File: src/rtl/sm_scoreboard_pkg.sv
// rtl/sm_scoreboard_pkg.sv - scoreboard sizing constants and register-mask helpers
package sm_scoreboard_pkg;

   localparam int SB_CNT_W    = 2;
   localparam int SB_NUM_GPR  = 16;
   localparam int SB_NUM_PRED = 4;
   localparam int SB_GPR_AW   = 4;
   localparam int SB_PRED_AW  = 2;

   // WMMA quads are aligned to four registers; the low two address bits are dropped
   localparam logic [SB_GPR_AW-1:0] SB_QUAD_BASE_MASK = 4'b1100;

   function automatic logic [SB_NUM_GPR-1:0] onehot_gpr(input logic [SB_GPR_AW-1:0] a);
      logic [SB_NUM_GPR-1:0] m;
      m    = '0;
      m[a] = 1'b1;
      return m;
   endfunction

   function automatic logic [SB_NUM_PRED-1:0] onehot_pred(input logic [SB_PRED_AW-1:0] a);
      logic [SB_NUM_PRED-1:0] m;
      m    = '0;
      m[a] = 1'b1;
      return m;
   endfunction

   function automatic logic [SB_NUM_GPR-1:0] quad_mask(input logic [SB_GPR_AW-1:0] a);
      logic [SB_GPR_AW-1:0]  base;
      logic [SB_NUM_GPR-1:0] m;
      base = a & SB_QUAD_BASE_MASK;
      m    = {{(SB_NUM_GPR-4){1'b0}}, 4'hF};
      return m << base;
   endfunction

endpackage

File: src/rtl/sm_scoreboard_reg_counter.sv
// rtl/sm_scoreboard_reg_counter.sv - per-GPR pending-write up/down counter
module sm_scoreboard_reg_counter #(
   parameter int CNT_W = 2
) (
   input  logic       clk,
   input  logic       rst,
   input  logic       inc,
   input  logic [1:0] dec,
   output logic       busy,
   output logic       full,
   output logic       underflow
);

   logic [CNT_W-1:0] cnt_q, cnt_d;
   logic [CNT_W:0]   sum, dec_ext, diff;

   // net change of reserve and releases; releasing more than is pending clamps at zero
   always_comb begin
      sum       = {1'b0, cnt_q} + {{CNT_W{1'b0}}, inc};
      dec_ext   = {{(CNT_W-1){1'b0}}, dec};
      diff      = sum - dec_ext;
      cnt_d     = diff[CNT_W-1:0];
      underflow = 1'b0;
      if (sum < dec_ext) begin
         cnt_d     = '0;
         underflow = 1'b1;
      end
   end

   // counter register
   always_ff @(posedge clk) begin
      if (rst) begin
         cnt_q <= '0;
      end else begin
         cnt_q <= cnt_d;
      end
   end

   assign busy = |cnt_q;
   assign full = &cnt_q;

endmodule

File: src/rtl/sm_scoreboard.sv
// rtl/sm_scoreboard.sv - SM register/predicate scoreboard between ID and SP lanes
module sm_scoreboard
   import sm_scoreboard_pkg::*;
#(
   parameter int CNT_W = SB_CNT_W
) (
   input  logic        clk,
   input  logic        rst,
   input  logic        issue_valid,
   input  logic [3:0]  issue_rs0_addr,
   input  logic [3:0]  issue_rs1_addr,
   input  logic [3:0]  issue_rs2_addr,
   input  logic [2:0]  issue_rs_use,
   input  logic        issue_pred_use,
   input  logic [1:0]  issue_pred_rd_sel,
   input  logic        issue_rf_we,
   input  logic [3:0]  issue_rD_addr,
   input  logic        issue_wmma,
   input  logic        issue_pred_we,
   input  logic [1:0]  issue_pred_wr_sel,
   input  logic        pipe_stall,
   input  logic        flush_id,
   input  logic        wb_valid,
   input  logic        wb_rf_we,
   input  logic [3:0]  wb_rD_addr,
   input  logic        wb_pred_we,
   input  logic [1:0]  wb_pred_wr_sel,
   input  logic        wmma_done,
   input  logic [3:0]  wmma_base,
   output logic        hazard_stall,
   output logic        issue_fire,
   output logic [15:0] gpr_busy,
   output logic [3:0]  pred_busy,
   output logic        sb_empty,
   output logic        sb_err
);

   logic [SB_NUM_GPR-1:0]  dst_mask, inc_vec, wb_hit, wmma_hit;
   logic [SB_NUM_GPR-1:0]  cnt_busy, cnt_full, cnt_uflow;
   logic [SB_NUM_PRED-1:0] pred_busy_q, pred_busy_d, pred_set, pred_clr;
   logic                   pred_uflow, sb_err_q, sb_err_d;
   logic                   raw, waw, rel;

   // WB is frozen while the pipe stalls, so a held WB must only release once
   assign rel = wb_valid & ~pipe_stall;

   // destination set of the ID instruction and the registers released this cycle
   always_comb begin
      dst_mask = '0;
      if (issue_wmma) begin
         dst_mask = quad_mask(issue_rD_addr);
      end else if (issue_rf_we) begin
         dst_mask = onehot_gpr(issue_rD_addr);
      end
      wb_hit = '0;
      if (rel && wb_rf_we) begin
         wb_hit = onehot_gpr(wb_rD_addr);
      end
      wmma_hit = '0;
      if (wmma_done) begin
         wmma_hit = quad_mask(wmma_base);
      end
   end

   // hazards look at registered state only; a release becomes readable the next cycle
   always_comb begin
      raw = (issue_rs_use[0] & cnt_busy[issue_rs0_addr])
          | (issue_rs_use[1] & cnt_busy[issue_rs1_addr])
          | (issue_rs_use[2] & cnt_busy[issue_rs2_addr])
          | (issue_pred_use  & pred_busy_q[issue_pred_rd_sel]);
      waw = (|(dst_mask & cnt_full))
          | (issue_pred_we & pred_busy_q[issue_pred_wr_sel]);
   end

   assign hazard_stall = issue_valid & (raw | waw);
   assign issue_fire   = issue_valid & ~hazard_stall & ~pipe_stall & ~flush_id;
   assign inc_vec      = issue_fire ? dst_mask : '0;

   for (genvar g = 0; g < SB_NUM_GPR; g++) begin : g_cnt
      sm_scoreboard_reg_counter #(
         .CNT_W     (CNT_W)
      ) u_cnt (
         .clk       (clk),
         .rst       (rst),
         .inc       (inc_vec[g]),
         .dec       ({wb_hit[g] & wmma_hit[g], wb_hit[g] ^ wmma_hit[g]}),
         .busy      (cnt_busy[g]),
         .full      (cnt_full[g]),
         .underflow (cnt_uflow[g])
      );
   end

   // predicate reservations: one outstanding writer each; set and clear together cancel
   always_comb begin
      pred_set    = (issue_fire && issue_pred_we) ? onehot_pred(issue_pred_wr_sel) : '0;
      pred_clr    = (rel && wb_pred_we) ? onehot_pred(wb_pred_wr_sel) : '0;
      pred_busy_d = pred_busy_q;
      pred_uflow  = 1'b0;
      for (int p = 0; p < SB_NUM_PRED; p++) begin
         if (pred_set[p] && !pred_clr[p]) begin
            pred_busy_d[p] = 1'b1;
         end else if (pred_clr[p] && !pred_set[p]) begin
            pred_busy_d[p] = 1'b0;
            if (!pred_busy_q[p]) begin
               pred_uflow = 1'b1;
            end
         end
      end
      sb_err_d = sb_err_q | pred_uflow | (|cnt_uflow);
   end

   // predicate busy bits and sticky release-error flag
   always_ff @(posedge clk) begin
      if (rst) begin
         pred_busy_q <= '0;
         sb_err_q    <= 1'b0;
      end else begin
         pred_busy_q <= pred_busy_d;
         sb_err_q    <= sb_err_d;
      end
   end

   assign gpr_busy  = cnt_busy;
   assign pred_busy = pred_busy_q;
   assign sb_empty  = ~(|cnt_busy) & ~(|pred_busy_q);
   assign sb_err    = sb_err_q;

endmodule
File: config.mk
export PLATFORM = sky130hd
export DESIGN_NAME = sm_scoreboard
export DESIGN_NICKNAME = d
export VERILOG_FILES = /design/src/rtl/sm_scoreboard_pkg.sv /design/src/rtl/sm_scoreboard_reg_counter.sv /design/src/rtl/sm_scoreboard.sv
export SDC_FILE = /design/constraint.sdc
export NUM_CORES = 1
export LEC_CHECK = 0
export ABC_CLOCK_PERIOD_IN_PS = 7450
export BUFFER_PORTS_ARGS = -buffer_cell sky130_fd_sc_hd__buf_2
export CAP_MARGIN = 20
export CORE_MARGIN = 3
export CORE_UTILIZATION = 45
export CTS_CLUSTER_DIAMETER = 200
export DETAILED_ROUTE_END_ITERATION = 7
export MAX_ROUTING_LAYER = met4
export PLACE_DENSITY_LB_ADDON = 0.05
export SLEW_MARGIN = 5
export SYNTH_ARGS = -nofsm -noshare
export SYNTH_HDL_FRONTEND = slang
export SYNTH_HIERARCHICAL = 1
export SYNTH_SLANG_ARGS = --single-unit
File: constraint.sdc
create_clock -name clk -period 7.45 [get_ports clk]
set_clock_uncertainty 0.1 [all_clocks]
set_input_delay 1.49 -clock clk [delete_from_list [all_inputs] [get_ports clk]]
set_output_delay 1.49 -clock clk [all_outputs]
set_load 0.03 [all_outputs]
After elaboration in Yosys (flattened, before gate mapping). Index checks and enable logic that the tools add are counted.

Flip-flop bits (word level): 37. Input bits: 46. Output and inout port bits: 24. Logic and storage cells: 279.

$add $sub $neg: 32. Magnitude comparators: 28. Shift operators: 2. Muxes and demuxes: 61. Bitwise operators: 56. Reductions and logical operators: 79.

Operators with widths (number): two-way mux 16 bit (5); OR reduction 2 bit (32); adder 2 x 1 -> 3 bit (16); < comparator 3 x 2 -> 1 bit (16); two-way mux 1 bit (45); AND reduction 2 bit (16); OR reduction 16 bit (2); OR reduction 32 bit (1); left shift 4 x 4 -> 16 bit, first input constant (2); subtractor 2 bit (16); AND 1 bit (27); < comparator 4 x 5 -> 1 bit, second input constant (5); AND 16 bit (1); XOR 1 bit (16); logical AND 1 bit (15); binary-select mux 1 bit (select 4 bit) (3); < comparator 2 x 3 -> 1 bit, second input constant (3); demux 1 bit (select 4 bit) (2); greater-or-equal comparator 4 x 1 -> 1 bit, second input constant (2); logical NOT 1 bit (8); two-way mux 4 bit (2); nonzero test 2 bit (4); OR 1 bit (7); NOT 1 bit (5); 4 further kinds (7).

Depth between registers and ports, before layout.
Word-level depth: 32. Mapped depth: 17. Mapped depth without buffers: 15.

Cells and area by module. The synthesis kept the hierarchy.

By module, submodules not included: sm_scoreboard_reg_counter (times used 16, cells an instance 16, area each 166.4 um^2, sequential area each 40.0 um^2); sm_scoreboard (times used 1, cells an instance 243, area each 1939.4 um^2, sequential area each 100.1 um^2).

Worst setup path before layout. Ideal clock, no wire load.

Path type: input to output. From: input port issue_rs0_addr[1]. To: output port issue_fire. Data arrival time: 3737 ps. Data required time: 5860 ps. Slack: 2123 ps. Stages: 8. Path buffers: 3. Cell sequence: buf_6 > mux4_2 > o211ai_2 > a21oi_1 > or4_4 > buf_6 > buf_6 > nor4_2.

Longest elaborated chain between the ends: 12.

Ends and longest elaborated chain: from (decl) (line sm_scoreboard.sv:10) `input logic [3:0] issue_rs0_addr,`; binary-select mux 1 bit (select 4 bit) (line sm_scoreboard.sv:67) `raw = (issue_rs_use[0] & cnt_busy[issue_rs0_addr])`; two-way mux 1 bit (implied by the code) (line sm_scoreboard.sv:67); AND 1 bit (line sm_scoreboard.sv:67); OR 1 bit (line sm_scoreboard.sv:68) `| (issue_rs_use[1] & cnt_busy[issue_rs1_addr])`; OR 1 bit (line sm_scoreboard.sv:69) `| (issue_rs_use[2] & cnt_busy[issue_rs2_addr])`; OR 1 bit (line sm_scoreboard.sv:70) `| (issue_pred_use & pred_busy_q[issue_pred_rd_sel]);`; OR 1 bit (line sm_scoreboard.sv:75) `assign hazard_stall = issue_valid & (raw | waw);`; AND 1 bit (line sm_scoreboard.sv:75); NOT 1 bit (line sm_scoreboard.sv:76) `assign issue_fire = issue_valid & ~hazard_stall & ~pipe_stall & ~flush_id;`; AND 1 bit (3 in a row) (line sm_scoreboard.sv:76); to (decl) (line sm_scoreboard.sv:31) `output logic issue_fire,`.

No other way between the ends. The select of a mux whose other input is x is not followed.

Final worst setup path.
From: input port issue_rs1_addr[0]. To: register sb_err_q (netlist: sb_err).

Elaborated cells between the ends (all ways): 89. Classes of those cells: 16 x add/sub; 16 x order compare; 31 x mux; 12 x bitwise; 14 x reduce/logical.

RTL lines: from (decl) (line sm_scoreboard.sv:11) `input logic [3:0] issue_rs1_addr,`; binary-select mux 1 bit (select 4 bit) (line sm_scoreboard.sv:68); two-way mux 1 bit (implied by the code) (line sm_scoreboard.sv:68); AND 1 bit (line sm_scoreboard.sv:68); OR 1 bit (line sm_scoreboard.sv:68); OR 1 bit (line sm_scoreboard.sv:69); OR 1 bit (line sm_scoreboard.sv:70); OR 1 bit (line sm_scoreboard.sv:75); AND 1 bit (line sm_scoreboard.sv:75); (+4 left out); two-way mux 16 bit (line sm_scoreboard.sv:77) `assign inc_vec = issue_fire ? dst_mask : '0;`; named net inc_vec[15] (line sm_scoreboard.sv:38) `logic [SB_NUM_GPR-1:0] dst_mask, inc_vec, wb_hit, wmma_hit;`; adder 2 x 1 -> 3 bit (line sm_scoreboard_reg_counter.sv:19) `sum = {1'b0, cnt_q} + {{CNT_W{1'b0}}, inc};`; < comparator 3 x 2 -> 1 bit (line sm_scoreboard_reg_counter.sv:24) `if (sum < dec_ext) begin`; two-way mux 1 bit (line sm_scoreboard_reg_counter.sv:24); named net cnt_uflow[15] (line sm_scoreboard.sv:39) `logic [SB_NUM_GPR-1:0] cnt_busy, cnt_full, cnt_uflow;`; OR reduction 16 bit (line sm_scoreboard.sv:109) `sb_err_d = sb_err_q | pred_uflow | (|cnt_uflow);`; OR 1 bit (line sm_scoreboard.sv:109); to (signal assigned) (line sm_scoreboard.sv:119) `sb_err_q <= sb_err_d;`; to (decl) (line sm_scoreboard.sv:41) `logic pred_uflow, sb_err_q, sb_err_d;`.

The timed path passes the listed nets, and every way through them passes these cells. The select of a mux whose other input is x is not followed. A chain may end at the register's enable or synchronous reset.

==> impl_results.md <==
* DR pass1 iterations at 5
* CTS max path bufs at 2
* Critical-path cell list: buf_2 -> mux4_2 -> a32oi_1 -> o211ai_1 -> or3_1 -> nor4_1 -> ha_1 -> fa_1 -> nor3b_2 -> nor2_1 -> nor4_1 -> nand3_1 -> nor4_1 -> a31oi_1
* # IOs at 70
* Seq/Total Area, Yosys at 16.10%
* Clk sink count at 37
* Worst Tran Pin Value at 0.9617 ns
* Worst r2r dst: sb_err
* Later-pin clock latency in the skew report at around 0.31 ns
* Main synth FF type: dfxtp_1
* DRC at 0
* DIE WIDTH at ~110 um
* Global-route wire length before repair at 19930 um
* Commonest non-fill, non-tap cell in the layout: ha_1
* Max VDD drop at 0.00006757 V
* P&R area growth vs syn at 11.23%
* Synth area leaders: ha_1, dfxtp_1, nor3b_2
* PostCTS Resize Cnt at 0
* R2r startpoint: g_cnt[7].u_cnt/cnt_q[1]
* Clock buffer count from CTS at 5
* Post-synth EDFFs at 0
* # hold bufs at CTS at 0
* Placed cells at just under 700
* Vias in the first global route at 3832
* Vias per inst at 5.517
* Worst min path class: register to register
* Worst setup EP type: register
* Hold Crit Depth at 2
* Fmax at 176.1 MHz
* H-tree depth reported by CTS at 2
* Commonest cells after routing, fill and taps aside: ha_1, buf_2, nor2_1
* Hold endpoint: pred_busy[2]
* Startpoint Class: primary input
* Clock transition at path regs at 0.08 ns
* CP max FO at 20
* IO buf count at 67
* Post-Syn Area at 4602 um2
* Final min period at about 5.7 ns
* Critical Path AT at 5.73 ns
* Layout Nets at a little under 700
* GPL Wtd Cong at approximately 0.88
* Max Cap Violations at 0
* Cell count after synthesis at 499
* Setup violators final at 0
* Drt first-iter violations at 207
* Total track usage at 22.96%
* Leak at 2.373 nW
* Finished Core Util at a little over 50%
* Warnings from Yosys at 6
* TritonCTS clock tree: yes
* Initial antenna violation count at 0
* Final WL at approximately 12000 um
* Post-detailed-route count of antenna-violating nets at 0
* Die ar. at 11480 um2
* Fin. max-slew vios at 0
* CP Buf/Inv Count at 1
* Syn nets at 633
* Final HPWL DP at roughly 10000 um
* Pin count of the biggest net entering global routing at 38
* CTS root buf: clkbuf_8
* Die H at 107.1 um
* CP Class: primary input to register
* Yosys cell types at 53
* Setup Buffers After CTS at 0
* Final Total Pwr at roughly 0.53 mW
* Vias at 3840
* Final hold violation count at 0
* Share of the synthesized area in the top cell type at 19.58%
* Core Area at 9864 um2
* Ant. Diodes at 0
* Worst R2R Path Depth at 14
* Most used cell, CP: nor4_1
* Final period utilization at approximately three quarters
* RSZ-0062 raised after global routing: no
* FF+latch count, synth at 37
* Hold WS at 0.4927 ns
* Row count at 36
* Pwr Density at 102.7 nW/um2
* Initial Util at 46.65%
* Non-Filler Instances at 696
* Worst Hold Launch: pred_busy[2]
* Crit path required time at 7.50 ns
* Max incr delay on CP at between 0.7 and 0.8 ns
* GR Overflow Total at 0
* Leading area contributor after synthesis: ha_1
* Share of layout cells above drive strength 1 at 25.93%
* Status: finished clean
* Async set-reset flop share out of synthesis at 0%
* Avg WL per Cell at 17.63 um
* CP max-delay cell: or3_1
* Top delay family on crit path: simple AND/OR/NAND/NOR gates
* Slew HR at ~36%
* Synthesized area per cell at roughly 9.2 um2
* Final TNS setup at 0 ns
* Reg-to-reg slack, setup at 2.40 ns
-- metal layers --
metal | share of wire (%) | track usage (%)
met1 | 48 | 31.63
met2 | 45 | 36.37
met3 | 5.8 | 3.070
met4 | 1.0 | 4.566
met5 | 0 | -
-- cell families (layout without fill, tap and decap cells) --
kind of cell / after synthesis / after routing / share of synthesized area (%)
XOR/XNOR: 16 / 16 / 3.045
flip-flops: 37 / 37 / 16.10
buffers and inverters: 52 / 116 / 4.812
multiplexers: 24 / 24 / 8.510
adder cells (fa/ha/maj): 88 / 88 / 26.54
AO/OA/AOI/OAI: 43 / 43 / 7.151
AND/OR/NAND/NOR: 239 / 239 / 33.85
-- state kept, by name (all words and copies together), names as in the netlist --
name	flops
g_cnt.u_cnt/cnt_q	32
sb_err	1
pred_busy	4
-- where the power goes --
part	switching [mW]	total, mW	internal [mW]
logic	0.104	0.167	0.0635
registers	0.00427	0.209	0.204
clock network	0.0846	0.150	0.0651
total	0.193	0.526	0.333
-- cells in the mapped netlist, types with 2 or more instances --
| cell type | n |
|---|---|
| or2_1 | 2 |
| mux2i_1 | 8 |
| a2111oi_0 | 3 |
| o22ai_1 | 2 |
| nand2b_1 | 7 |
| or4_1 | 2 |
| o21ai_0 | 2 |
| nor2b_1 | 5 |
| o211ai_1 | 3 |
| and3_1 | 2 |
| dfxtp_1 | 37 |
| inv_1 | 41 |
| or3_1 | 3 |
| nand3_1 | 4 |
| nor3b_1 | 6 |
| a21oi_1 | 2 |
| nor2_1 | 60 |
| nand3b_1 | 4 |
| fa_1 | 16 |
| and2_1 | 16 |
| a31oi_1 | 2 |
| nand2_1 | 27 |
| nand4_1 | 4 |
| and3b_1 | 3 |
| or2_2 | 17 |
| buf_2 | 3 |
| nor3b_2 | 32 |
| nor3_1 | 12 |
| and4_1 | 4 |
| o21a_1 | 16 |
| mux2_1 | 4 |
| mux4_2 | 9 |
| buf_6 | 3 |
| nor4_1 | 18 |
| xor2_1 | 16 |
| ha_1 | 72 |
| nor4_2 | 10 |
| a22oi_1 | 2 |
| clkbuf_1 | 5 |
| mux4_1 | 2 |
-- tightest hold or removal path, cell delays in order (launching register included) --
cell,delay [ns]
dfxtp_1,0.37
mux2i_1,0.14
nor2_1,0.05
-- how the worst max path moves through the flow --
stage                            startpoint    endpoint  slack [ns]  cells after the start
after global routing      issue_rs1_addr[0]      sb_err        1.41                     14
after detailed placement  issue_rs1_addr[0]      sb_err        1.39                     14
after global placement    issue_rs1_addr[0]      sb_err        1.44                     14
after floorplan           issue_rs0_addr[1]  issue_fire        2.12                      8
after CTS                 issue_rs1_addr[0]      sb_err        1.71                     14
final                     issue_rs1_addr[0]      sb_err        1.77                     14
-- final cells by class --
type	count	area (um2)
fillers	988	4746
well taps	133	166.4
flip-flops and latches	37	740.7
inverters	41	153.9
multi-input cells	410	3640
clock buffers	6	72.57
clock inverters	2	10.01
repair buffers	67	335.3
-- metrics by stage --
step | cell area (um2) | setup slack (ns)
finish | 5119 | 1.770
global route | 5119 | 1.415
detailed placement | 5036 | 1.388
floorplan | 4602 | 2.123
CTS | 5119 | 1.713
global placement | 5036 | 1.443
Power figures use the tool's default switching activity.
